### config.mk
export PLATFORM = sky130hd
export DESIGN_NAME = gcn_result_streamer
export DESIGN_NICKNAME = d
export VERILOG_FILES = /design/src/rtl/gcn_stream_pkg.sv /design/src/rtl/gcn_result_buffer.sv /design/src/rtl/gcn_result_streamer.sv
export SDC_FILE = /design/constraint.sdc
export NUM_CORES = 1
export LEC_CHECK = 0
export CAP_MARGIN = 20
export CORE_ASPECT_RATIO = 0.5
export CORE_MARGIN = 2
export CORE_UTILIZATION = 30
export CTS_CLUSTER_DIAMETER = 200
export DETAILED_ROUTE_END_ITERATION = 8
export GPL_TIMING_DRIVEN = 0
export PLACE_DENSITY_LB_ADDON = 0.3
export SYNTH_ARGS = -nofsm -noshare
export SYNTH_HDL_FRONTEND = slang
export SYNTH_SLANG_ARGS = --single-unit
### constraint.sdc
create_clock -name clk -period 2.3 [get_ports clk]
set_clock_uncertainty 0.15 [all_clocks]
set_input_delay 0.46 -clock clk [delete_from_list [all_inputs] [get_ports clk]]
set_output_delay 0.46 -clock clk [all_outputs]
set_load 0.02 [all_outputs]
### src/rtl/gcn_stream_pkg.sv
// Shared types and constants for the GCN result streamer and the GCN top.
package gcn_stream_pkg;

  localparam int unsigned FEATURE_ROWS      = 6;
  localparam int unsigned NUM_CLASSES       = 3;
  localparam int unsigned MAX_ADDRESS_WIDTH = 2;
  localparam int unsigned NODE_ID_WIDTH     = $clog2(FEATURE_ROWS);

  typedef logic [MAX_ADDRESS_WIDTH-1:0] class_t;
  typedef logic [NODE_ID_WIDTH-1:0]     node_id_t;

  typedef enum logic [0:0] {
    IDLE,
    STREAM
  } state_t;

endpackage

### src/rtl/gcn_result_buffer.sv
// Two-slot capture buffer: active slot A feeds the stream, pending slot P waits behind it.
// GCN_RESULT_HIST_EN exposes the vector being loaded into A for the histogram.
module gcn_result_buffer #(
  parameter int unsigned FEATURE_ROWS      = 6,
  parameter int unsigned MAX_ADDRESS_WIDTH = 2
) (
  input  logic                         clk_i,
  input  logic                         rst_ni,
  input  logic                         capture_i,
  input  logic [MAX_ADDRESS_WIDTH-1:0] data_i [0:FEATURE_ROWS-1],
  input  logic                         free_i,
  output logic [MAX_ADDRESS_WIDTH-1:0] a_data_o [0:FEATURE_ROWS-1],
  output logic                         a_full_o,
  output logic                         p_full_o,
  output logic                         drop_o,
  output logic                         load_a_o
`ifdef GCN_RESULT_HIST_EN
  ,
  output logic [MAX_ADDRESS_WIDTH-1:0] load_data_o [0:FEATURE_ROWS-1]
`endif
);

  import gcn_stream_pkg::*;

  logic [MAX_ADDRESS_WIDTH-1:0] a_q [0:FEATURE_ROWS-1];
  logic [MAX_ADDRESS_WIDTH-1:0] a_d [0:FEATURE_ROWS-1];
  logic [MAX_ADDRESS_WIDTH-1:0] p_q [0:FEATURE_ROWS-1];
  logic [MAX_ADDRESS_WIDTH-1:0] p_d [0:FEATURE_ROWS-1];
  logic                         a_full_q, a_full_d;
  logic                         p_full_q, p_full_d;

  always_comb begin
    a_d      = a_q;
    p_d      = p_q;
    a_full_d = a_full_q;
    p_full_d = p_full_q;
    drop_o   = 1'b0;
    load_a_o = 1'b0;
    if (free_i) begin
      // A drains this cycle: promote P, and a coincident capture always finds a free slot.
      if (p_full_q) begin
        a_d      = p_q;
        a_full_d = 1'b1;
        load_a_o = 1'b1;
        if (capture_i) begin
          p_d      = data_i;
          p_full_d = 1'b1;
        end else begin
          p_full_d = 1'b0;
        end
      end else if (capture_i) begin
        a_d      = data_i;
        a_full_d = 1'b1;
        load_a_o = 1'b1;
      end else begin
        a_full_d = 1'b0;
      end
    end else if (capture_i) begin
      if (!a_full_q) begin
        a_d      = data_i;
        a_full_d = 1'b1;
        load_a_o = 1'b1;
      end else if (!p_full_q) begin
        p_d      = data_i;
        p_full_d = 1'b1;
      end else begin
        drop_o = 1'b1;
      end
    end
  end

  always_ff @(posedge clk_i or negedge rst_ni) begin
    if (!rst_ni) begin
      a_q      <= '{default: '0};
      p_q      <= '{default: '0};
      a_full_q <= 1'b0;
      p_full_q <= 1'b0;
    end else begin
      a_q      <= a_d;
      p_q      <= p_d;
      a_full_q <= a_full_d;
      p_full_q <= p_full_d;
    end
  end

  assign a_data_o = a_q;
  assign a_full_o = a_full_q;
  assign p_full_o = p_full_q;

`ifdef GCN_RESULT_HIST_EN
  assign load_data_o = a_d;
`endif

endmodule

### src/rtl/gcn_result_streamer.sv
// Captures the GCN argmax vector on done's rising edge and streams it one node per beat.
// Define GCN_RESULT_HIST_EN to add the per-class histogram output class_hist.
module gcn_result_streamer #(
  parameter int unsigned FEATURE_ROWS      = 6,
  parameter int unsigned MAX_ADDRESS_WIDTH = 2,
  parameter int unsigned NODE_ID_WIDTH     = $clog2(FEATURE_ROWS)
`ifdef GCN_RESULT_HIST_EN
  ,
  parameter int unsigned NUM_CLASSES       = 3
`endif
) (
  input  logic                         clk,
  input  logic                         reset,
  input  logic                         done,
  input  logic [MAX_ADDRESS_WIDTH-1:0] max_addi_answer [0:FEATURE_ROWS-1],
  output logic                         out_valid,
  input  logic                         out_ready,
  output logic [NODE_ID_WIDTH-1:0]     out_node_id,
  output logic [MAX_ADDRESS_WIDTH-1:0] out_class,
  output logic                         out_last,
  output logic                         stream_done,
  output logic                         busy,
  output logic                         overrun,
  input  logic                         clear_overrun
`ifdef GCN_RESULT_HIST_EN
  ,
  output logic [NODE_ID_WIDTH:0]       class_hist [0:NUM_CLASSES-1]
`endif
);

  import gcn_stream_pkg::*;

  localparam logic [NODE_ID_WIDTH-1:0] LastNode = NODE_ID_WIDTH'(FEATURE_ROWS - 1);

  logic                         done_q;
  logic                         capture;
  logic                         final_hs;
  logic                         last_node;
  logic [MAX_ADDRESS_WIDTH-1:0] a_data [0:FEATURE_ROWS-1];
  logic                         a_full, p_full, drop, load_a;

  state_t                       state_q, state_d;
  logic [NODE_ID_WIDTH-1:0]     node_cnt_q, node_cnt_d;
  logic                         stream_done_q;
  logic                         overrun_q, overrun_d;

`ifdef GCN_RESULT_HIST_EN
  logic [MAX_ADDRESS_WIDTH-1:0] load_data [0:FEATURE_ROWS-1];
  logic [NODE_ID_WIDTH:0]       hist_q [0:NUM_CLASSES-1];
  logic [NODE_ID_WIDTH:0]       hist_d [0:NUM_CLASSES-1];
`endif

  assign capture   = done & ~done_q;
  assign out_valid = (state_q == STREAM);
  assign last_node = (node_cnt_q == LastNode);
  assign final_hs  = out_valid & out_ready & last_node;

  gcn_result_buffer #(
    .FEATURE_ROWS      (FEATURE_ROWS),
    .MAX_ADDRESS_WIDTH (MAX_ADDRESS_WIDTH)
  ) u_buffer (
    .clk_i       (clk),
    .rst_ni      (reset),
    .capture_i   (capture),
    .data_i      (max_addi_answer),
    .free_i      (final_hs),
    .a_data_o    (a_data),
    .a_full_o    (a_full),
    .p_full_o    (p_full),
    .drop_o      (drop),
    .load_a_o    (load_a)
`ifdef GCN_RESULT_HIST_EN
    ,
    .load_data_o (load_data)
`endif
  );

  always_comb begin
    state_d    = state_q;
    node_cnt_d = node_cnt_q;
    unique case (state_q)
      IDLE: begin
        if (load_a) begin
          state_d    = STREAM;
          node_cnt_d = '0;
        end
      end
      STREAM: begin
        if (out_ready) begin
          if (last_node) begin
            // A reload on the final beat keeps streaming without a bubble.
            if (load_a) begin
              node_cnt_d = '0;
            end else begin
              state_d = IDLE;
            end
          end else begin
            node_cnt_d = node_cnt_q + 1'b1;
          end
        end
      end
      default: state_d = IDLE;
    endcase
  end

  always_comb begin
    overrun_d = overrun_q;
    if (drop) begin
      overrun_d = 1'b1;
    end else if (clear_overrun) begin
      overrun_d = 1'b0;
    end
  end

  always_ff @(posedge clk or negedge reset) begin
    if (!reset) begin
      done_q        <= 1'b0;
      state_q       <= IDLE;
      node_cnt_q    <= '0;
      stream_done_q <= 1'b0;
      overrun_q     <= 1'b0;
    end else begin
      done_q        <= done;
      state_q       <= state_d;
      node_cnt_q    <= node_cnt_d;
      stream_done_q <= final_hs;
      overrun_q     <= overrun_d;
    end
  end

  assign out_node_id = out_valid ? node_cnt_q : '0;
  assign out_class   = out_valid ? a_data[node_cnt_q] : '0;
  assign out_last    = out_valid & last_node;
  assign stream_done = stream_done_q;
  assign busy        = a_full | p_full;
  assign overrun     = overrun_q;

`ifdef GCN_RESULT_HIST_EN
  always_comb begin
    hist_d = hist_q;
    if (load_a) begin
      for (int unsigned c = 0; c < NUM_CLASSES; c++) begin
        hist_d[c] = '0;
        for (int unsigned n = 0; n < FEATURE_ROWS; n++) begin
          if (32'(load_data[n]) == c) begin
            hist_d[c] = hist_d[c] + 1'b1;
          end
        end
      end
    end
  end

  always_ff @(posedge clk or negedge reset) begin
    if (!reset) begin
      hist_q <= '{default: '0};
    end else begin
      hist_q <= hist_d;
    end
  end

  assign class_hist = hist_q;
`endif

endmodule
Word level (Yosys, flattened, before mapping):

Index checks and enable logic that the tools add are counted.
W data, S select, Z words.

* add/subtract/negate cells: 1
* magnitude comparators: 1
* equality and inequality tests: 6
* multiplexer cells: 40
* bitwise gates (word level): 8
* reduce and logical (&&, ||, !) cells: 7

Operators with widths (count)
* $mux W12: 10
* $mux W1: 20
* $mux W3: 4
* $ne A2 B2 Y1 const B: 4
* $reduce_bool A2 Y1: 4
* $bmux W2 S3: 1
* $mux W2: 3
* $pmux W3 S2: 1
* $reduce_and A5 Y1: 1
* $and A1 B1 Y1: 4
* $ge A4 B4 Y1 const B: 1
* $not A3 Y4: 1
* $add A3 B1 Y3 const B: 1
* $eq A3 B3 Y1 const B: 1
* $reduce_and A3 Y1: 1
* $ne A2 B1 Y1 const B: 1
* $not A1 Y1: 2
* $pmux W1 S2: 1
* $reduce_and A2 Y1: 1
* $or A1 B1 Y1: 1

* bits in registers: 33
* input port bits: 17
* output and inout port bits: 10

Depth between registers and ports, before layout:

Gate-level depths: netlist (run 1).

* word-level depth: 9
* depth in mapped cells: 9

Cells and area by module:

Synthesis (run 1) repeated with hierarchy kept, for this count alone.

* cells, all modules: 174
* area total of the unflattened synthesis: 1943.1 um^2

Modules (own cells, without submodules)
* gcn_result_buffer: times used 1, cells each 122, area each 1440.1 um^2, sequential area each 650.6 um^2
* gcn_result_streamer: times used 1, cells each 52, area each 503.0 um^2, sequential area each 175.2 um^2

Worst setup path before layout (run 1):

No wires, ideal clock.

* path type: register to register
* from: register node_cnt_q[1]
* to: register u_buffer.p_q[0] (netlist bit)
* data arrival time: 1.745 ns
* slack: 0.282 ns
* cell stages (with the launch flop): 9
* buffers on the path: 2
* clock period less this slack: 2.018 ns
* path through: dfrtp_1 -> clkbuf_1 -> inv_1 -> ha_1 -> nand4_4 -> and2_4 -> buf_6 -> o22a_1 -> o221a_1

* cells in the longest elaborated chain, start to end: 4
* elaborated cells on any way between the ends: 8
* those cells by class: eq/ne: 3; mux: 1; bitwise: 1; reduce/logical: 3

RTL lines
* from (decl): line gcn_result_streamer.sv:43 `logic [NODE_ID_WIDTH-1:0] node_cnt_q, node_cnt_d;`
* from (signal assigned): line gcn_result_streamer.sv:125 `node_cnt_q <= node_cnt_d;`
* $eq A3 B3 Y1 *: line gcn_result_streamer.sv:55 `assign last_node = (node_cnt_q == LastNode);`
* $and A1 B1 Y1 *: line gcn_result_streamer.sv:56 `assign final_hs = out_valid & out_ready & last_node;`
* $ne A2 B1 Y1 (no line), or another cell as far along
* $reduce_and A5 Y1 (no line)
* to (signal assigned): line gcn_result_buffer.sv:80 `p_q <= p_d;`
* to (decl): line gcn_result_buffer.sv:27 `logic [MAX_ADDRESS_WIDTH-1:0] p_q [0:FEATURE_ROWS-1];`

Mark *: on every way between the ends. The rest lies on a longest branch, timed or not.
A chain may end at the register's enable or synchronous reset.

Worst setup path in the final report (run 1):

* from: register node_cnt_q[0]
* to: output out_class[1]

* cells in the longest elaborated chain, start to end: 5

RTL lines
* $not A3 Y4 (implied by the code): line gcn_result_streamer.sv:132 `assign out_class = out_valid ? a_data[node_cnt_q] : '0;`
* $bmux W2 S3: line gcn_result_streamer.sv:132
* $mux W2 (implied by the code) (2 in a row): line gcn_result_streamer.sv:132
* $mux W2: line gcn_result_streamer.sv:132
* to (decl): line gcn_result_streamer.sv:19 `output logic [MAX_ADDRESS_WIDTH-1:0] out_class,`

Every way passes these cells. The select of a mux whose other input is x is not followed.

==> results.py, run 1 <==
metrics = {
    "run": {
        "maxCapViolations": 0,
    },
    "synth": {
        "synth.net_count": 209,
        "synth_top_area_cell": "dfrtp_1",
        "ys_types": 38,
        "cell_area_after_synthesis_um2": 1900,
        "netlist_top_cells_area": "dfrtp_1, o22a_1, o221a_1",
        "ys_ff_latch": 33,
        "postSynthCellCount": 190,
        "synth.avg_cell_area_um2": 9.98,
        "netlist.area_leader.share": 0.436,
        "seq_area_frac_synth": 0.436,
        "yosys_warnings": 0,
    },
    "die": {
        "fp-row-count": 20,
        "die-width_um": 116,
        "num_io_pins": 27,
        "design.core.area_um2": 6080,
        "dieArea_um2": 7010,
        "start_util": 0.312,
        "die_ht_um": 60.2,
    },
    "power": {
        "power_switching_share": 0.386,
        "p_clk_frac": 0.206,
        "irDropWorstVdd_uv": 319,
        "combPwrFrac": 0.487,
        "total_leakage_power_nw": 1.02,
        "pwr_density_cell_nw_per_um2": 1300,
        "sequentialPowerShare": 0.308,
        "cell_internal_power_dissipation_mw": 1.95,
        "total_switching_power_mw": 1.23,
        "post-layout-total-power_mw": 3.18,
    },
    "clocking": {
        "cts.root.buffer_cell": "clkbuf_16",
        "htreeDepth": 2,
        "cts_inserted_buffers": 5,
        "clk_pin_slew_worst_paths_ps": 60,
        "cts_tree": "done",
        "clk_latency_ps": 280,
        "clkSinkCount": 33,
        "ctsLongestPathBuffers": 2,
        "post_cts_hold_buffer_count": 0,
    },
    "sta": {
        "finalCritPeriodShare": 0.961,
        "max_slew_margin": 0.512,
        "slew_violations": 0,
        "setup_repair_after_global_routing_missed_its_margin": "no",
        "period_minus_slack_ps": 2210,
        "setup_violating_endpoint_count_in_the_final_report": 0,
        "post-route-worst-setup-slack_ps": 88.9,
        "clock.fmax_mhz": 452,
        "hold_viol": 0,
        "tightest_slew_ps": 731,
    },
    "routing": {
        "initial_drt_pass_iterations": 4,
        "detailedRoute.firstIterationViolations": 153,
        "post_route_wl_um": 5270,
        "vias": 1712,
        "ant_nets": 0,
        "detail_route.drc_violations": 0,
        "route.detailed.wl_per_inst_um": 16.8,
        "post_drt_via_cell_ratio": 5.45,
    },
    "critical_path": {
        "critPathCaptureType": "primary output",
        "critical_path_class": "reg -> out",
        "largest_fanout_on_the_critical_path": 4,
        "cp.required_ps": 1690,
        "arrival_time_at_the_worst_endpoint_ps": 1600,
        "crit_path_launch_type": "flop",
    },
    "grt": {
        "grt_util_all_layers": 0.171,
        "grt_pass1_vias": 1700,
        "grt_max_degree": 34,
        "grt_remaining_overflow": 0,
        "initial_antenna_violation_count": 0,
        "global_route_wire_length_before_repair_um": 8920,
    },
    "run_status": {
        "status": "complete, no violations",
    },
    "cells_and_area": {
        "num_antenna_cells": 0,
        "area_growth_pct": 29.2,
        "fraction_of_final_layout_cells_sized_beyond_drive_strength_1": 0.199,
        "design.final.nets": 244,
        "fillerInstances": 621,
        "layout.cell_area.non_filler_um2": 2450,
    },
    "place": {
        "port_buffers": 26,
        "dpl_worst_slack_ps": -296,
        "routabilityCongestion": 0.794,
        "placement.cell_area_um2": 2260,
        "place_hpwl_um": 3560,
    },
    "min_path": {
        "hold_path.class": "in -> async",
    },
}
==> power groups by stage <==
stage          combinational (mW)  clock (mW)  sequential (mW)
2_1_floorplan                1.07           0            0.935
3_3_place_gp                 1.52           0            0.950
3_5_place_dp                 1.55           0            0.957
4_1_cts                      1.56       0.664            0.974
5_1_grt                      1.71       0.697             1.01
6_report                     1.55       0.654            0.978
==> timing repair <==
action,4_1_cts,5_1_grt
setup buffers,3,0
gates cloned,0,0
gates resized for setup,24,6
setup endpoints to repair,28,5
==> logic make-up after synthesis <==
kind of cell	synth area share
simple gates	0.135
flops	0.436
mux	0.0508
compound gates	0.306
buf+inv	0.0594
fa+ha+maj	0.0132
==> routing by layer <==
metal	GRT usage	part of all wire	vias to the layer above	routed length, µm
met5	0	0	-	0
met4	0.0748	0.017	0	91
met3	0.0375	0.060	8	317
met2	0.252	0.43	52	2280
met1	0.243	0.49	853	2580
li1	-	-	799	-
==> worst max-delay path, cell delays in order, from the launching register on <==
cell,delay (ps)
dfrtp_1,360
buf_6,130
mux4_2,480
mux2i_1,130
nor2b_1,60
buf_2,150
==> final timing paths <==
| path | endpoint | cells after the start | slack, ps | startpoint |
|---|---|---|---|---|
| max in group asynchronous | out_valid$_DFF_PN0_ | 1 | 1390 | reset |
| worst min-delay path | stream_done$_DFF_PN0_ | 1 | 80 | reset |
| min in group clk | u_buffer.a_data_o[11]$_DFFE_PN0P_ | 1 | 380 | u_buffer.a_data_o[11]$_DFFE_PN0P_ |
| worst min register to register | u_buffer.a_data_o[11]$_DFFE_PN0P_ | 1 | 380 | u_buffer.a_data_o[11]$_DFFE_PN0P_ |
| worst max-delay path | out_class[1] | 5 | 90 | node_cnt_q[0]$_DFFE_PN0P_ |
| worst max register to register | u_buffer.a_data_o[7]$_DFFE_PN0P_ | 8 | 90 | node_cnt_q[1]$_DFFE_PN0P_ |
==> sequential cells by signal, summed over array words and instances, names as in the netlist <==
name / flops
stream_done: 1
out_valid: 1
u_buffer.p_q: 12
overrun: 1
done_q: 1
u_buffer.a_data_o: 12
u_buffer.p_full_o: 1
node_cnt_q: 3
u_buffer.a_full_o: 1
==> cells in the mapped netlist <==
master      n
dfrtp_1    33
o21ai_0    18
nor2_1     14
o22ai_1    13
nor3_1     12
o22a_1     12
a2bb2oi_1  11
clkbuf_1    9
o221a_1     9
nand2_1     8
buf_2       6
inv_1       4
mux2i_1     4
nor2b_1     4
and2_1      3
nand3_1     3
o221a_2     3
buf_4       2
ha_1        2
mux4_2      2
a21oi_1     1
a21oi_4     1
a221oi_1    1
a22o_1      1
and2_4      1
and3_1      1
buf_1       1
buf_6       1
inv_2       1
mux2_2      1
nand2_2     1
nand2b_1    1
nand4_4     1
o21ai_1     1
o2bb2a_1    1
o32ai_1     1
o41ai_1     1
or2_2       1
==> area by class of cell <==
type,count,area (µm²),area share
Tap cell,88,110,0.0449
Buffer,18,109,0.0444
Inverter,5,18.8,0.00766
Clock inverter,3,17.5,0.00715
Multi-Input combinational cell,133,972,0.397
Timing Repair Buffer,29,269,0.110
Clock buffer,5,125,0.0511
Sequential cell,33,828,0.338
==> through the flow <==
step,setup TNS [ps],instances,hold slack (ps),util
2_1_floorplan,0,190,14.4,-
3_3_place_gp,-6780,304,341,0.373
3_5_place_dp,-4050,304,360,0.372
4_1_cts,0,314,120,0.401
5_1_grt,0,314,148,0.403
6_report,0,314,84.6,0.403
==> layout by cell type, fill, tap and decap left out, types with 3 or more instances in the layout <==
cell type,n
dfrtp_1,31
mux2i_1,4
and2_1,3
o221a_2,3
nor2_1,14
o22a_1,12
clkbuf_16,5
dlymetal6s2s_1,3
o221a_1,9
nand3_1,3
nor3_1,12
clkbuf_1,4
inv_1,4
nor2b_1,4
o22ai_1,11
buf_4,5
clkbuf_4,3
clkdlybuf4s50_1,18
o21ai_0,18
a2bb2oi_1,11
nand2_1,8
buf_2,9
Power figures use the tool's default switching activity.
==> run 2, diff against run 1 <==
--- a/config.mk
+++ b/config.mk
@@ -9,6 +9,7 @@
 export CORE_ASPECT_RATIO = 0.5
 export CORE_MARGIN = 2
 export CORE_UTILIZATION = 30
+export CTS_BUF_LIST = sky130_fd_sc_hd__clkbuf_4 sky130_fd_sc_hd__clkbuf_8
 export CTS_CLUSTER_DIAMETER = 200
 export DETAILED_ROUTE_END_ITERATION = 8
 export GPL_TIMING_DRIVEN = 0
==> run 2 against run 1 <==
  * Hold slack got worse by 5.4 ps
  * Sequential share of layout area rose by 0.80 points
  * First-iteration DRC count rose by 9.8%
  * Total power fell by 7.0%
==> results.py, run 2 (synthesis results as in run 1) <==
metrics = {
    "grt": {
        "initial_antenna_violation_count": 0,
        "grt_remaining_overflow": 0,
        "grt_util_all_layers": 0.168,
        "global_route_wire_length_before_repair_um": 8810,
        "grt_pass1_vias": 1687,
        "grt_max_degree": 34,
    },
    "power": {
        "power_switching_share": 0.404,
        "cell_internal_power_dissipation_mw": 1.76,
        "total_switching_power_mw": 1.19,
        "pwr_density_cell_nw_per_um2": 1240,
        "p_clk_frac": 0.146,
        "irDropWorstVdd_uv": 281,
        "sequentialPowerShare": 0.331,
        "combPwrFrac": 0.524,
        "total_leakage_power_nw": 0.990,
        "post-layout-total-power_mw": 2.96,
    },
    "min_path": {
        "hold_path.class": "in -> async",
    },
    "cells_and_area": {
        "final_util": 0.394,
        "mostFrequentLayoutCells": "dfrtp_1, o21ai_0, clkdlybuf4s50_1",
        "layout.cells.non_filler": 314,
        "num_antenna_cells": 0,
        "layout.cell_area.non_filler_um2": 2390,
        "area_growth_pct": 26.3,
        "fraction_of_final_layout_cells_sized_beyond_drive_strength_1": 0.199,
        "design.final.nets": 244,
        "layout.cells.most_common": "dfrtp_1",
    },
    "critical_path": {
        "worst-r2r-cell-count": 8,
        "largest_fanout_on_the_critical_path": 4,
        "critical_path_class": "reg -> out",
        "cp.required_ps": 1690,
        "critPathCaptureType": "primary output",
        "arrival_time_at_the_worst_endpoint_ps": 1610,
        "crit_path_launch_type": "flop",
    },
    "routing": {
        "post_route_wl_um": 5230,
        "detail_route.drc_violations": 0,
        "detailedRoute.firstIterationViolations": 168,
        "vias": 1700,
        "route.detailed.wl_per_inst_um": 16.6,
        "ant_nets": 0,
        "initial_drt_pass_iterations": 4,
        "post_drt_via_cell_ratio": 5.41,
    },
    "die": {
        "dieArea_um2": 7010,
        "die_ht_um": 60.2,
        "fp-row-count": 20,
        "start_util": 0.312,
        "design.core.area_um2": 6080,
        "num_io_pins": 27,
        "die-width_um": 116,
    },
    "sta": {
        "clock.fmax_mhz": 450,
        "setup_repair_after_global_routing_missed_its_margin": "yes",
        "hold_viol": 0,
        "setup_violating_endpoint_count_in_the_final_report": 0,
        "finalCritPeriodShare": 0.966,
        "max_slew_margin": 0.505,
        "period_minus_slack_ps": 2220,
        "tightest_slew_ps": 742,
        "finalHoldWorstSlack_ps": 79.2,
        "slew_violations": 0,
    },
    "place": {
        "dp.cells": 304,
        "place_hpwl_um": 3560,
        "placement.cell_area_um2": 2260,
        "port_buffers": 26,
        "routabilityCongestion": 0.794,
    },
    "clocking": {
        "clkSinkCount": 33,
        "htreeDepth": 2,
        "cts_tree": "done",
        "clk_latency_ps": 290,
        "ctsLongestPathBuffers": 2,
        "cts_inserted_buffers": 5,
        "cts.root.buffer_cell": "clkbuf_8",
        "clk_pin_slew_worst_paths_ps": 70,
    },
    "run": {
        "maxCapViolations": 0,
    },
    "run_status": {
        "status": "complete, no violations",
    },
}
[run 2: cell counts in the layout (fill, tap and decap cells not counted)]
Identical to the previous run, type by type.
[run 2: path summary, 6_finish.rpt]
| kind | endpoint | startpoint | slack (ps) |
|---|---|---|---|
| worst min register to register | u_buffer.a_data_o[11]$_DFFE_PN0P_ | u_buffer.a_data_o[11]$_DFFE_PN0P_ | 380 |
| worst min-delay path | stream_done$_DFF_PN0_ | reset | 80 |
| max in group asynchronous | out_valid$_DFF_PN0_ | reset | 1400 |
| min in group clk | u_buffer.a_data_o[11]$_DFFE_PN0P_ | u_buffer.a_data_o[11]$_DFFE_PN0P_ | 380 |
| worst max-delay path | out_class[1] | node_cnt_q[0]$_DFFE_PN0P_ | 80 |
| worst max register to register | u_buffer.a_data_o[7]$_DFFE_PN0P_ | node_cnt_q[1]$_DFFE_PN0P_ | 100 |
[run 2: repair_timing]
| action | 4_1_cts | 5_1_grt |
|---|---|---|
| buffers inserted | 3 | 0 |
| setup endpoints to repair | 28 | 6 |
| resized for setup | 24 | 6 |
| hold endpoints to repair | 0 | 0 |
| hold buffers | 0 | 0 |
[run 2: critical path, stage by stage (launching register included)]
cell and delay [ps]:
dfrtp_1 370, buf_6 130, mux4_2 480, mux2i_1 130, nor2b_1 60, buf_2 150
[run 2: area by class of cell]
cell class / instances / area (µm²)
sequential: 33 / 828
clock inverter: 3 / 17.5
inverter: 5 / 18.8
tap: 88 / 110
buffer: 18 / 109
timing repair buffer: 29 / 269
fill: 628 / 3690
multi-input combinational: 133 / 972
clock buffer: 5 / 68.8
[run 2: power by group through the flow]
stage	clock [mW]	combinational, mW	sequential, mW
floorplan	0	1.07	0.935
global placement	0	1.52	0.950
detailed placement	0	1.55	0.957
CTS	0.448	1.56	0.972
global route	0.484	1.71	1.01
finish	0.431	1.55	0.977
[run 2: metal layers]
layer	routed length (µm)	GRT usage	vias to the layer above
li1	-	-	797
met2	2260	0.252	54
met5	0	0	-
met1	2550	0.242	843
met4	46	0.0357	0
met3	373	0.0467	6
[run 2: through the flow]
stage / TNS (ps) / setup slack, ps
final: 0 / 79.1
after global routing: -0.811 / -0.811
after CTS: 0 / 1.44
after detailed placement: -4050 / -296
after global placement: -6780 / -296
after floorplan: 0 / 282
==> run 3, diff against run 2 <==
--- a/config.mk
+++ b/config.mk
@@ -5,7 +5,6 @@
 export SDC_FILE = /design/constraint.sdc
 export NUM_CORES = 1
 export LEC_CHECK = 0
-export CAP_MARGIN = 20
 export CORE_ASPECT_RATIO = 0.5
 export CORE_MARGIN = 2
 export CORE_UTILIZATION = 30
==> constraint.sdc (replaced) <==
create_clock -name clk -period 2.1 [get_ports clk]
set_clock_uncertainty 0.15 [all_clocks]
set_input_delay 0.42 -clock clk [delete_from_list [all_inputs] [get_ports clk]]
set_output_delay 0.42 -clock clk [all_outputs]
set_load 0.02 [all_outputs]
==> run 3 against run 2 <==
  * The run now ends with negative setup slack left
  * Sequential cell count did not move
  * Wire length rose by 3.8%
  * Combinational power rose by 17%
  * Hold slack got worse by 46 ps
  * Cell count rose by 2.5%
  * Clock power rose by 13%
  * Total power rose by 14%
  * Setup slack got worse by 170 ps
  * Highest routed layer unchanged
==> results.py, run 3 (synthesis results as in run 1) <==
metrics = {
    "critical_path": {
        "cp.required_ps": 1530,
        "worst-r2r-cell-count": 7,
        "crit_path_launch_type": "flop",
        "largest_fanout_on_the_critical_path": 4,
        "arrival_time_at_the_worst_endpoint_ps": 1620,
        "critical_path_class": "reg -> out",
        "critPathCaptureType": "primary output",
    },
    "sta": {
        "post-route-worst-setup-slack_ps": -89.0,
        "tightest_slew_ps": 749,
        "setup_violating_endpoint_count_in_the_final_report": 2,
        "hold_viol": 0,
        "finalCritPeriodShare": 1.04,
        "slew_violations": 0,
        "clock.fmax_mhz": 457,
        "finalHoldWorstSlack_ps": 33.0,
        "setup_repair_after_global_routing_missed_its_margin": "yes",
        "setup_tns_ps": -176,
        "period_minus_slack_ps": 2190,
        "max_slew_margin": 0.500,
    },
    "grt": {
        "grt_most_used_layer": "met2",
        "grt_util_all_layers": 0.168,
        "grt_max_degree": 34,
        "initial_antenna_violation_count": 0,
        "grt_pass1_vias": 1695,
        "global_route.usage.met2": 0.252,
        "groute.layer.met3.usage": 0.0467,
        "grt.met1_usage": 0.242,
        "global_route_wire_length_before_repair_um": 8820,
        "grt_remaining_overflow": 0,
    },
    "clocking": {
        "clk_pin_slew_worst_paths_ps": 80,
        "htreeDepth": 2,
        "clkSinkCount": 33,
        "ctsLongestPathBuffers": 2,
        "cts.root.buffer_cell": "clkbuf_8",
        "clk_latency_ps": 300,
        "cts_inserted_buffers": 5,
        "cts_tree": "done",
    },
    "run": {
        "maxCapViolations": 0,
    },
    "die": {
        "die-width_um": 116,
        "start_util": 0.312,
        "dieArea_um2": 7010,
        "fp-row-count": 20,
        "design.core.area_um2": 6080,
        "die_ht_um": 60.2,
        "num_io_pins": 27,
    },
    "cells_and_area": {
        "area_growth_pct": 32.2,
        "layout.cells.non_filler": 322,
        "fillerInstances": 613,
        "final_util": 0.412,
        "fraction_of_final_layout_cells_sized_beyond_drive_strength_1": 0.256,
        "design.final.nets": 252,
        "layout.cells.most_common": "dfrtp_1",
        "layout.cell_area.non_filler_um2": 2510,
        "mostFrequentLayoutCells": "dfrtp_1, clkdlybuf4s50_1, o21ai_0",
        "num_antenna_cells": 0,
    },
    "routing": {
        "post_drt_via_cell_ratio": 5.55,
        "vias": 1786,
        "post_route_wl_um": 5430,
        "detailedRoute.firstIterationViolations": 163,
        "route.detailed.wl_per_inst_um": 16.8,
        "initial_drt_pass_iterations": 5,
        "ant_nets": 0,
        "detail_route.drc_violations": 0,
    },
    "power": {
        "total_leakage_power_nw": 1.02,
        "post-layout-total-power_mw": 3.36,
        "irDropWorstVdd_uv": 322,
        "pwr_density_cell_nw_per_um2": 1340,
    },
    "min_path": {
        "hold_path.class": "in -> async",
    },
    "place": {
        "placement.cell_area_um2": 2260,
        "port_buffers": 26,
        "dp.cells": 304,
        "place_hpwl_um": 3560,
        "dpl_worst_slack_ps": -456,
        "routabilityCongestion": 0.794,
    },
    "run_status": {
        "violations": "negative setup slack",
        "status": "finished with violations",
    },
}
run 3: final cells by class:
type                    instances  area [µm²]  area share
plain buffers                  18         143      0.0569
flip-flops and latches         33         828       0.331
clock inverters                 3        17.5     0.00699
inverters                       5        21.3     0.00849
multi-input cells             133         997       0.398
clock buffers                   5        68.8      0.0275
repair buffers                 37         320       0.128
well taps                      88         110      0.0439
run 3: path summary, 6_finish.rpt:
check,start,end,slack (ps)
min in group clk,u_buffer.a_data_o[11]$_DFFE_PN0P_,u_buffer.a_data_o[11]$_DFFE_PN0P_,370
min reg2reg,u_buffer.a_data_o[11]$_DFFE_PN0P_,u_buffer.a_data_o[11]$_DFFE_PN0P_,370
max,node_cnt_q[0]$_DFFE_PN0P_,out_class[1],-90
min,reset,stream_done$_DFF_PN0_,30
max reg2reg,node_cnt_q[1]$_DFFE_PN0P_,u_buffer.p_q[2]$_DFFE_PN0P_,140
max in group asynchronous,reset,node_cnt_q[1]$_DFFE_PN0P_,1230
run 3: what timing repair did:
item	CTS	global route
pin swaps	3	2
hold buffers	0	0
resized for setup	38	15
setup buffers	5	6
gates cloned	0	0
endpoints found under the setup margin	36	28
run 3: report_power, final:
| group | leakage, nW | internal, mW | switching, mW | total [mW] |
|---|---|---|---|---|
| sequential | 0.404 | 0.872 | 0.187 | 1.06 |
| clock | 0.0439 | 0.229 | 0.257 | 0.486 |
| combinational | 0.572 | 0.903 | 0.913 | 1.82 |
| total | 1.02 | 2.00 | 1.36 | 3.36 |
run 3: worst max-delay path, cell delays in order (launching register included):
cell and delay [ps]:
dfrtp_1 370, buf_6 130, mux4_2 480, mux2i_1 130, nor2b_1 60, buf_2 150
run 3: layer usage:
| layer | part of all wire | wire length (µm) | up-vias |
|---|---|---|---|
| li1 | - | - | 817 |
| met1 | 0.49 | 2670 | 891 |
| met2 | 0.43 | 2350 | 76 |
| met3 | 0.072 | 388 | 2 |
| met4 | 0.0022 | 12 | 0 |
| met5 | 0 | 0 | - |
==> variant 1 (flow settings as in run 3) <==
`MAX_ADDRESS_WIDTH` is set to 2 in 3 places; all go to 3.
--- a/src/rtl/gcn_stream_pkg.sv
+++ b/src/rtl/gcn_stream_pkg.sv
@@ -5,3 +5,3 @@
   localparam int unsigned NUM_CLASSES       = 3;
-  localparam int unsigned MAX_ADDRESS_WIDTH = 2;
+  localparam int unsigned MAX_ADDRESS_WIDTH = 3;
   localparam int unsigned NODE_ID_WIDTH     = $clog2(FEATURE_ROWS);
--- a/src/rtl/gcn_result_buffer.sv
+++ b/src/rtl/gcn_result_buffer.sv
@@ -4,3 +4,3 @@
   parameter int unsigned FEATURE_ROWS      = 6,
-  parameter int unsigned MAX_ADDRESS_WIDTH = 2
+  parameter int unsigned MAX_ADDRESS_WIDTH = 3
 ) (
--- a/src/rtl/gcn_result_streamer.sv
+++ b/src/rtl/gcn_result_streamer.sv
@@ -4,3 +4,3 @@
   parameter int unsigned FEATURE_ROWS      = 6,
-  parameter int unsigned MAX_ADDRESS_WIDTH = 2,
+  parameter int unsigned MAX_ADDRESS_WIDTH = 3,
   parameter int unsigned NODE_ID_WIDTH     = $clog2(FEATURE_ROWS)
Interface: changed (resized max_addi_answer and out_class); port bits go from 27 to 34. The function was not compared with the original's and may differ.
==> variant 1 against run 3 <==
The run still ends with setup timing left; sequential cell count increased by 12; design area grew 13%; routed wire length fell by 8.4%; worst setup slack got worse by 0.16 ns; worst hold slack improved by 0.33 ns; synthesized cell count down 11%; area after synthesis up 12%; non-clock buffer count grew 1; total power rose by 21%; critical path type unchanged; largest cell class is now sequential cells; largest power group unchanged.
==> variant 1: results (changes against run 3) <==
SETUP PATH
---------------------------------------------------------------------------
Flop-to-flop setup slack                                            0.06 ns   -0.08 ns
Arrival time reported for the critical path endpoint                1.78 ns   +0.16 ns
CP max FO                                                                 6   +2
Worst setup path endpoint                                      out_class[0]
R2R Path End                                                   u_buffer.p_q[6]

PLACE
---------------------------------------------------------------------------
Setup slack at placement                                          -0.524 ns   -0.0673 ns
Count of input and output buffers                                        33   +27%
Final HPWL DP                                                       3460 um   -2.9%
Dpl cell area                                                  0.00259 mm^2   +15%
Final GP Congestion                                                   0.782   -1.5%
Placed Instances                                                        295   -3.0%

FINAL LAYOUT
---------------------------------------------------------------------------
Number of multi-input logic gates                                       105   -21%
Non-clock inverter total of the final layout                              9   +4
Final non-clock buffer share                                          18.2%   -0.29 points
Fin nets                                                                247   -2.0%
Clock network share of area                                           3.04%   -0.41 points
Buffers, non-clock                                                       56   +1.8%
Final-layout fill cell count                                            640   +4.4%
Fraction of final layout cells sized beyond drive strength 1          33.2%   +7.5 points

POWER AND IR DROP
---------------------------------------------------------------------------
Power attributed to the clock group                                0.535 mW   +10%
Pleak                                                               1.22 nW   +20%
IR drop worst, VDD                                               0.000414 V   +28%

GLOBAL ROUTE
---------------------------------------------------------------------------
Wire length of the first global-routing pass                        8360 um   -5.3%
Total Routing Usage GR                                                13.7%   -3.1 points
GR Layer Usage met2                                                   21.7%   -3.5 points
Largest net degree at the start of global routing                        26   -24%

MIN PATH
---------------------------------------------------------------------------
Hold crit path type                                                 reg2reg

TIMING
---------------------------------------------------------------------------
Final Hold Slack                                                   0.361 ns   +0.328 ns
Minimum setup slack in the final design                           -0.250 ns   -0.161 ns
Total setup violations reported at the end of the flow                    3   +1
Slew @ Worst Pin                                                   0.508 ns   -0.241 ns

ROUTE
---------------------------------------------------------------------------
Number of vias after detailed routing                                  1580   -12%
Total wire length after detailed routing                            4970 um   -8.4%
Iteration-0 DRC count of the detailed router                             44   -73%
Final routed wire length divided by cell count                      15.8 um   -6.4%
Count of TritonRoute iterations in the first routing pass                 4   -1
Wire length on met1                                                 2370 um   -11%

CTS
---------------------------------------------------------------------------
Hold buffer count at CTS                                                  1   +1

SYNTH
---------------------------------------------------------------------------
Share of the yosys chip area belonging to registers                   52.9%   +9.3 points
Cell types with the highest counts after synthesis             45 x sky130_fd_sc_hd__dfrtp_1, 24 x sky130_fd_sc_hd__o22ai_1, 18 x sky130_fd_sc_hd__a2bb2oi_1, 10 x sky130_fd_sc_hd__mux2_4
Dominant cells by area after synthesis                         sky130_fd_sc_hd__dfrtp_1 53%, sky130_fd_sc_hd__a2bb2oi_1 7.4%, sky130_fd_sc_hd__mux2_4 7.1%

STATUS
---------------------------------------------------------------------------
Failing checks                                                 setup timing
Outcome                                                        complete, but fails checks

variant 1: cell types whose count changed in the layout (fill, tap and decap cells not counted), moves of 5 or more:
cell                              before  now
sky130_fd_sc_hd__a2bb2oi_1            11   18
sky130_fd_sc_hd__clkdlybuf4s50_1      18   23
sky130_fd_sc_hd__dfrtp_1              31   43
sky130_fd_sc_hd__mux2_2                1    8
sky130_fd_sc_hd__mux2_4                0   10
sky130_fd_sc_hd__nor2_1               14    4
sky130_fd_sc_hd__nor3_1               12    0
sky130_fd_sc_hd__o21ai_0              17    5
sky130_fd_sc_hd__o221a_1               9    0
sky130_fd_sc_hd__o22a_1               12    0
sky130_fd_sc_hd__o22ai_1              10   21
variant 1: cells by family (layout without fill, tap and decap cells):
logic type | count (synthesis) | in the layout
AO/OA/AOI/OAI | 55 | 55
adder cells (fa/ha/maj) | 2 | 2
buffers and inverters | 19 | 73
flip-flops | 45 | 45
multiplexers | 25 | 25
AND/OR/NAND/NOR | 23 | 23
==> variant 2 (config.mk and constraints of run 3) <==
Made on the original files. Register the output `overrun` once more; this adds one clock of latency there. The other outputs are not delayed to match.
--- a/src/rtl/gcn_result_streamer.sv
+++ b/src/rtl/gcn_result_streamer.sv
@@ -135,3 +135,5 @@
   assign busy        = a_full | p_full;
-  assign overrun     = overrun_q;
+  always_ff @(posedge clk) begin
+    overrun <= overrun_q;
+  end
 
Formal check against the unedited RTL: not equivalent (a bounded check fails within 10 cycles, from zero or initial values and one cycle with reset low).
==> variant 2 against run 3 <==
The run still ends with setup timing left; routed wire length rose by 0.22%; first-iteration DRC count rose by 57%; sequential cell count rose by 1; register-to-register slack barely moved; worst setup slack got worse by 0.041 ns; area after synthesis rose by 1.1%; design area rose by 1.1%; synthesized cell count rose by 0.53%; count of clock-buffer cells in the layout rose by 2; total power rose by 5.0%; clock power rose by 34%; largest power group unchanged; highest routed layer unchanged.
==> variant 2: results (changes against run 3) <==
STATUS
---------------------------------------------------------------------------------
Outcome                                                              complete, but fails checks
Failing checks                                                       setup timing

GLOBAL ROUTE
---------------------------------------------------------------------------------
Total Routing Usage GR                                                      16.3%   -0.51 points
Met1 capacity usage during global routing                                   25.2%   +0.97 points
Met3 usage                                                                  3.40%   -1.3 points
Wire length of the first global-routing pass                              8600 um   -2.4%
Number of global-route vias before repair                                    1578   -6.9%
Number of antenna violations at the first check in global routing               0   unchanged
Largest net degree at the start of global routing                              34   unchanged
GR Layer Usage met2                                                         23.3%   -2.0 points

CTS
---------------------------------------------------------------------------------
H-tree level count                                                              2   unchanged
Source-to-sink clock delay at the later pin of the worst-skew pair        0.29 ns
Root buffer selected by CTS                                          sky130_fd_sc_hd__clkbuf_8
Maximum clock insertion buffer count                                            2   unchanged
Number of buffers created by CTS                                                5   unchanged
Register clock-pin slew on the reported worst setup and hold paths        0.07 ns

TIMING
---------------------------------------------------------------------------------
Total setup violations reported at the end of the flow                          2   unchanged
Slew @ Worst Pin                                                         0.757 ns   +0.00818 ns
Minimum setup slack in the final design                                 -0.130 ns   -0.0412 ns

SYNTH
---------------------------------------------------------------------------------
Synthesized net count                                                         210   +0.48%
Share of the yosys chip area belonging to registers                         44.2%   +0.59 points
Dominant cells by area after synthesis                               sky130_fd_sc_hd__dfrtp_1 43%, sky130_fd_sc_hd__o22a_1 5.5%, sky130_fd_sc_hd__o221a_1 5.3%
Synth warnings                                                                  0   unchanged
Distinct cell type count of the synthesized netlist                            39   +2.6%
Share of flip-flops with an asynchronous set or reset                       97.1%   -2.9 points
Cell types with the highest counts after synthesis                   33 x sky130_fd_sc_hd__dfrtp_1, 18 x sky130_fd_sc_hd__o21ai_0, 14 x sky130_fd_sc_hd__nor2_1, 13 x sky130_fd_sc_hd__o22ai_1

RUN
---------------------------------------------------------------------------------
MaxCap Viol Count                                                               0   unchanged

FINAL LAYOUT
---------------------------------------------------------------------------------
Antenna diode instance count                                                    0   unchanged
Fin nets                                                                      249   -1.2%
Fraction of final layout cells sized beyond drive strength 1                25.1%   -0.53 points
Final-layout fill cell count                                                  599   -2.3%

PLACE
---------------------------------------------------------------------------------
Final GP Congestion                                                         0.797   +0.35%
Final HPWL DP                                                             3490 um   -2.1%
Count of input and output buffers                                              26   unchanged

SETUP PATH
---------------------------------------------------------------------------------
CP max FO                                                                       7   +3
Slowest CP cell                                                      sky130_fd_sc_hd__mux4_2
Maximum cell stage delay along the critical path                          0.49 ns
Category of the critical setup timing path                                reg2out

POWER AND IR DROP
---------------------------------------------------------------------------------
Pleak                                                                     1.03 nW   +1.4%
Switching power of the nets                                               1.36 mW   -0.18%
IR drop worst, VDD                                                     0.000389 V   +21%

ROUTE
---------------------------------------------------------------------------------
Number of vias after detailed routing                                        1725   -3.4%
Count of TritonRoute iterations in the first routing pass                       4   -1
Iteration-0 DRC count of the detailed router                                  256   +57%
Total wire length after detailed routing                                  5440 um   +0.22%

MIN PATH
---------------------------------------------------------------------------------
Hold crit path type                                                      in2async

[variant 2: cells by family after synthesis]
group / after synthesis / share of synthesized area (%)
flip-flops: 34 / 44.2
AO/OA/AOI/OAI: 74 / 30.2
AND/OR/NAND/NOR: 50 / 13.4
multiplexers: 7 / 5.03
adder cells (fa/ha/maj): 2 / 1.31
buffers and inverters: 24 / 5.88
[variant 2: power groups by stage]
stage | sequential [mW] | combinational [mW] | clock, mW
CTS | 1.07 | 1.73 | 0.653
floorplan | 1.05 | 1.18 | 0
global route | 1.11 | 1.97 | 0.685
detailed placement | 1.07 | 1.69 | 0
global placement | 1.06 | 1.66 | 0
finish | 1.08 | 1.80 | 0.649
[variant 2: final cells by class]
class | count | share of cell area (%)
clock inverter | 1 | 1.18
multi-input combinational | 133 | 39.8
clock buffer | 7 | 3.55
inverter | 5 | 0.839
sequential | 34 | 33.5
tap | 88 | 4.34
timing repair buffer | 33 | 11.4
buffer | 18 | 5.38
[variant 2: worst max-delay path, delay by kind of cell (launching register included)]
kind / cells / cell delay [ns]
buffers and inverters: 2 / 0.30
flip-flops: 1 / 0.36
multiplexers: 2 / 0.65
AND/OR/NAND/NOR: 1 / 0.07
[variant 2: metal layers]
layer	wire, um	vias up
li1	-	809
met1	2620	860
met2	2390	51
met3	383	5
met4	34	0
met5	0	-
[variant 2: worst paths after layout]
| path | startpoint | depth (start not counted) | slack (ns) | to |
|---|---|---|---|---|
| max in group asynchronous | reset | 1 | 1.22 | out_valid |
| min reg2reg | overrun_q | 0 | 0.22 | overrun |
| max | node_cnt_q[0] | 5 | -0.13 | out_class[1] |
| min | reset | 1 | 0.05 | stream_done |
| min in group clk | overrun_q | 0 | 0.22 | overrun |
| max reg2reg | node_cnt_q[1] | 8 | 0.14 | u_buffer.a_data_o[7] |
[variant 2: stage by stage]
stage	instance area, um^2	hold slack (ns)	setup slack, ns	TNS [ns]	cells
after floorplan	1920	-0.0256	0.0824	0	191
after global placement	2290	0.203	-0.485	-18.54	305
after detailed placement	2280	0.203	-0.469	-9.04	305
after CTS	2470	0.0873	-0.118	-0.327	316
after global routing	2530	0.117	-0.247	-0.397	319
final	2530	0.0469	-0.130	-0.214	319
[variant 2: repair_timing]
item                       in CTS  in global routing
setup buffers                   4                  3
gates resized for setup        34                 20
pin swaps                       0                  3
hold buffers                    0                  0
setup endpoints to repair      36                 25
